===== src/rtl/hazard_control_unit.sv =====
// Pipeline sequencing controller: load-use stalls, taken-branch IF/ID flush,
// HALT drain, debug freeze and a saturating load-use stall counter.
module hazard_control_unit #(
   parameter int unsigned N_REG          = 32,
   parameter int unsigned _NB_INDEX_REG  = $clog2(N_REG),
   parameter int unsigned NB_STALL_COUNT = 16,
   parameter int unsigned DRAIN_CYCLES   = 4
) (
   input  logic                      i_clock,
   input  logic                      i_reset,
   input  logic                      i_enable,
   input  logic                      i_exe_memread,
   input  logic [_NB_INDEX_REG-1:0]  i_exe_regdest,
   input  logic [_NB_INDEX_REG-1:0]  i_dec_indexRS,
   input  logic [_NB_INDEX_REG-1:0]  i_dec_indexRT,
   input  logic                      i_dec_uses_rt,
   input  logic                      i_dec_branch_taken,
   input  logic                      i_dec_halt,
   output logic                      o_pc_write,
   output logic                      o_ifid_write,
   output logic                      o_ifid_flush,
   output logic                      o_idex_bubble,
   output logic                      o_halted,
   output logic [NB_STALL_COUNT-1:0] o_stall_count
);

   // A single-cycle drain still needs a one-bit counter.
   localparam int unsigned NB_DRAIN = (DRAIN_CYCLES > 1) ? $clog2(DRAIN_CYCLES) : 1;

   typedef enum logic [1:0] {
      RUN    = 2'd0,
      DRAIN  = 2'd1,
      HALTED = 2'd2
   } state_t;

   state_t                    state;
   state_t                    state_next;
   logic [NB_DRAIN-1:0]       drain_cnt;
   logic [NB_DRAIN-1:0]       drain_cnt_next;
   logic [NB_STALL_COUNT-1:0] stall_count;
   logic [NB_STALL_COUNT-1:0] stall_count_next;
   logic                      load_use;

   // Load in EX feeds a source of the ID instruction; r0 is never a real dependency.
   assign load_use = i_exe_memread & (i_exe_regdest != '0) &
                     ((i_dec_indexRS == i_exe_regdest) |
                      (i_dec_uses_rt & (i_dec_indexRT == i_exe_regdest)));

   assign o_stall_count = stall_count;

   // State, drain counter and stall counter registers with synchronous reset.
   always_ff @(posedge i_clock) begin
      if (!i_reset) begin
         state       <= RUN;
         drain_cnt   <= '0;
         stall_count <= '0;
      end else begin
         state       <= state_next;
         drain_cnt   <= drain_cnt_next;
         stall_count <= stall_count_next;
      end
   end

   // Next-state and pipeline control outputs; freeze and reset override the FSM.
   always_comb begin
      state_next       = state;
      drain_cnt_next   = drain_cnt;
      stall_count_next = stall_count;
      o_pc_write       = 1'b0;
      o_ifid_write     = 1'b0;
      o_ifid_flush     = 1'b0;
      o_idex_bubble    = 1'b0;
      o_halted         = (state == HALTED);

      if (!i_reset) begin
         o_idex_bubble = 1'b1;
         o_halted      = 1'b0;
      end else if (i_enable) begin
         case (state)
            RUN: begin
               if (load_use) begin
                  o_idex_bubble = 1'b1;
                  if (stall_count != '1)
                     stall_count_next = stall_count + NB_STALL_COUNT'(1);
               end else if (i_dec_branch_taken) begin
                  o_pc_write   = 1'b1;
                  o_ifid_write = 1'b1;
                  o_ifid_flush = 1'b1;
               end else if (i_dec_halt) begin
                  state_next     = DRAIN;
                  drain_cnt_next = NB_DRAIN'(DRAIN_CYCLES - 1);
               end else begin
                  o_pc_write   = 1'b1;
                  o_ifid_write = 1'b1;
               end
            end
            DRAIN: begin
               o_idex_bubble = 1'b1;
               if (drain_cnt == '0)
                  state_next = HALTED;
               else
                  drain_cnt_next = drain_cnt - NB_DRAIN'(1);
            end
            HALTED: begin
               o_idex_bubble = 1'b1;
            end
            default: begin
               state_next = RUN;
            end
         endcase
      end
   end

endmodule


===== config.mk =====
export PLATFORM = sky130hd
export DESIGN_NAME = hazard_control_unit
export DESIGN_NICKNAME = d
export VERILOG_FILES = /design/src/rtl/hazard_control_unit.sv
export SDC_FILE = /design/constraint.sdc
export NUM_CORES = 1
export LEC_CHECK = 0
export CELL_PAD_IN_SITES_DETAIL_PLACEMENT = 0
export CELL_PAD_IN_SITES_GLOBAL_PLACEMENT = 1
export CORE_MARGIN = 3
export CORE_UTILIZATION = 29
export CTS_CLUSTER_SIZE = 16
export DETAILED_ROUTE_END_ITERATION = 7
export HOLD_SLACK_MARGIN = 0.06
export PLACE_DENSITY_LB_ADDON = 0.1
export SLEW_MARGIN = 0
export SYNTH_ARGS = -nofsm -noshare
export SYNTH_HDL_FRONTEND = slang
export SYNTH_SLANG_ARGS = --single-unit

===== constraint.sdc =====
create_clock -name i_clock -period 1.64 [get_ports i_clock]
set_input_delay 0.246 -clock i_clock [delete_from_list [all_inputs] [get_ports i_clock]]
set_output_delay 0.246 -clock i_clock [all_outputs]
set_load 0.02 [all_outputs]

==> results.py <==
metrics = {
    "run_status": {
        "status": "complete, but fails checks",
        "violations": "negative setup slack",
    },
    "timing": {
        "setup_viol": 14,
        "whs_ns": 0.503,
        "finalHoldViolCount": 0,
        "setup_ws_ns": -0.221,
        "fin_crit_ns": 1.86,
        "relSlewSlack": 0.800,
        "max_clock_freq_mhz": 537,
        "finClkSkew_ns": 0.00432,
        "worst_pin_slew_ns": 0.297,
        "setup-tns-final_ns": -1.50,
        "slew_viol_final": 0,
        "timing.final.crit_share": 1.14,
        "rsz0062_at_grt": "true",
    },
    "logic_synthesis": {
        "synthCells": 164,
        "ys_ff_latch": 20,
        "yosysSeqAreaShare": 0.306,
        "syn_avg_cell_area_um2": 7.97,
        "synth.distinct_cells": 36,
        "synth_warnings": 0,
        "synth_nets": 194,
        "syn-cell-area_um2": 1310,
    },
    "setup_path": {
        "cp_slowest_cell": "or4_4",
        "cp.required_ns": 1.39,
        "cp_cell_sequence": "buf_6, or4_4, o21ai_4, and2b_2, nor3_4, buf_6",
        "rrSetupSlack_ns": -0.13,
        "cp_max_fo": 3,
        "crit_top_cell": "buf_6",
        "critPathKind": "input pin to output pin",
        "end_kind": "output pin",
        "timing.rr.end": "o_stall_count[11]",
        "worstPathArrival_ns": 1.62,
        "rr_startpoint": "state[0]",
        "rr_worst_depth": 8,
        "cpPeakStageDelay_ns": 0.54,
        "start_kind": "input pin",
    },
    "drt": {
        "wl_um": 4180,
        "antenna_left": 0,
        "routedWlPerCell_um": 13.4,
        "drc_errors": 0,
        "first_pass_iters": 4,
        "vias": 1511,
        "avgViaCountPerCell": 4.86,
        "drtIter0Drc": 59,
    },
    "cts": {
        "cts_max_level": 1,
        "clk_latency_ns": 0.26,
        "cts_tree": "done",
        "cts_sinks": 20,
        "clk_pin_slew_worst_paths_ns": 0.08,
        "cts_root_buf": "clkbuf_8",
        "cts_buffer_depth": 2,
        "cts_made_buffers": 3,
    },
    "power": {
        "leakagePower_nw": 1.09,
        "power.density_nw_per_um2": 507,
        "peakVddDrop_v": 0.000267,
        "p_total_mw": 1.30,
    },
    "grt": {
        "use_met3": 0.0234,
        "grt_max_degree": 15,
        "met1_usage": 0.190,
        "grt_usage": 0.158,
        "grt_most_used_layer": "met2",
        "grt.met2_usage": 0.281,
        "antenna_found_initial": 0,
        "grt_pass1_wl_um": 6810,
        "grt_pass1_vias": 1515,
        "grt-ovfl-total": 0,
    },
    "final_layout": {
        "final_layout_size_suffix_gt1_frac": 0.498,
        "final_nets": 292,
        "final_core_util": 0.614,
        "diodes": 0,
        "final_area_um2": 2560,
        "area_growth_pct": 96.1,
    },
    "worst_hold_path": {
        "hold_class": "flip-flop to flip-flop",
        "hp-start": "drain_cnt[1]",
        "hold_path_depth": 2,
        "holdPathEnd": "drain_cnt[1]",
    },
    "place": {
        "finalWeightedCongestion": 0.723,
        "placed_area_um2": 2170,
        "hpwl_um": 3060,
        "io_buffers": 42,
    },
    "floorplan": {
        "rows": 23,
        "die_area_um2": 5350,
        "core_um2": 4170,
        "start_util": 0.313,
        "die_h_um": 73.1,
        "boundaryPins": 43,
        "die_w_um": 73.1,
    },
    "job": {
        "cap_viol_max_count": 0,
    },
}
worst max-delay path by stage:
stage                          start            to  slack [ns]  cells after the start
finish              i_exe_regdest[4]  o_ifid_write       -0.22                      6
global route        i_exe_regdest[4]    o_pc_write       -0.27                      6
CTS                 i_exe_regdest[4]  o_ifid_write       -0.26                      6
detailed placement  i_exe_regdest[1]  o_ifid_write       -1.08                      6
global placement    i_exe_regdest[1]    o_pc_write       -1.04                      6
floorplan           i_exe_regdest[1]    o_pc_write       -0.26                      5
layout make-up:
type | instances | area (µm²)
clock buffers | 4 | 66.3
multi-input cells | 129 | 1090
fillers | 349 | 1610
repair buffers | 99 | 896
well taps | 50 | 62.6
inverters | 9 | 33.8
flip-flops and latches | 20 | 419
per-layer routing:
| metal | share of wire | wire, µm |
|---|---|---|
| met3 | 0.030 | 124 |
| met4 | 0.014 | 57 |
| met1 | 0.44 | 1830 |
| met5 | 0 | 0 |
| met2 | 0.52 | 2170 |
cells in the mapped netlist:
master	number	area share
nor4_4	1	0.016
and2_1	2	0.0096
or3_1	2	0.0096
inv_1	9	0.026
or4_1	6	0.034
xor2_1	1	0.0067
nor2b_1	1	0.0048
o21ai_2	1	0.0067
o41ai_1	1	0.0067
o211ai_1	2	0.011
ha_1	8	0.077
nor2_2	1	0.0048
nor3_1	3	0.011
nor3_2	1	0.0077
nor4_1	1	0.0048
mux2i_1	6	0.046
nand4_1	6	0.029
o31ai_1	3	0.017
and3_1	1	0.0048
buf_4	2	0.011
o311ai_0	1	0.0067
nand2_1	31	0.089
and2_4	1	0.0067
and2b_2	1	0.0067
o21ai_0	4	0.015
clkbuf_1	4	0.011
nand3_1	7	0.027
o22ai_2	1	0.0096
xnor2_1	12	0.080
a21oi_1	7	0.027
nor2_1	9	0.026
a211oi_1	2	0.011
a211o_2	1	0.0077
nand2b_1	4	0.019
dfxtp_1	20	0.31
and2_0	1	0.0048
flip-flops by register name (all words and copies together), names as in the netlist:
signal         cells
drain_cnt          2
o_stall_count     16
state              2
critical path, delay by kind of cell:
family                 cells  cell delay, ns
AND/OR/NAND/NOR            3            0.96
buffers and inverters      2            0.24
AO/OA/AOI/OAI              1            0.17
cells by family (layout without fill, tap and decap cells):
family / count (synthesis) / count (layout) / share of synthesized area
and+or+nand+nor: 79 / 79 / 0.316
adders and majority gates: 8 / 8 / 0.0766
DFF: 20 / 20 / 0.306
xor gates and xnor gates: 13 / 13 / 0.0871
buffers and inverters: 15 / 112 / 0.0488
muxes: 6 / 6 / 0.0459
AOI/OAI and AO/OA: 23 / 23 / 0.120
through the flow:
| step | worst slack [ns] | cells |
|---|---|---|
| final | -0.221 | 311 |
| after global routing | -0.272 | 311 |
| after CTS | -0.261 | 305 |
| after detailed placement | -1.08 | 293 |
| after global placement | -1.04 | 293 |
| after floorplan | -0.262 | 164 |
placed cells by master (no fill, tap or decap), types with 5 or more instances in the layout:
| master | netlist | final |
|---|---|---|
| buf_4 | 2 | 50 |
| nand2_1 | 31 | 27 |
| clkdlybuf4s50_1 | 0 | 20 |
| dfxtp_2 | 0 | 12 |
| dlygate4sd2_1 | 0 | 11 |
| buf_6 | 0 | 11 |
| xnor2_1 | 12 | 9 |
| dfxtp_1 | 20 | 7 |
| inv_1 | 9 | 6 |
| nand4_1 | 6 | 6 |
| nor2_2 | 1 | 6 |
| mux2i_1 | 6 | 6 |
| a21oi_1 | 7 | 5 |
| ha_1 | 8 | 5 |
power breakdown:
part | internal (mW) | leakage, nW | total, mW | switching [mW]
logic | 0.197 | 0.889 | 0.365 | 0.168
clock network | 0.264 | 0.0339 | 0.435 | 0.171
registers | 0.494 | 0.168 | 0.500 | 0.00518
timing repair:
item                                    4_1_cts  5_1_grt
endpoints found under the setup margin       25       23
cloned                                        1        0
hold buffers                                  0        0
pin swaps                                    34       28
setup buffers                                 8        8
resized for setup                            82       34
(Power assumes the default switching activity.)
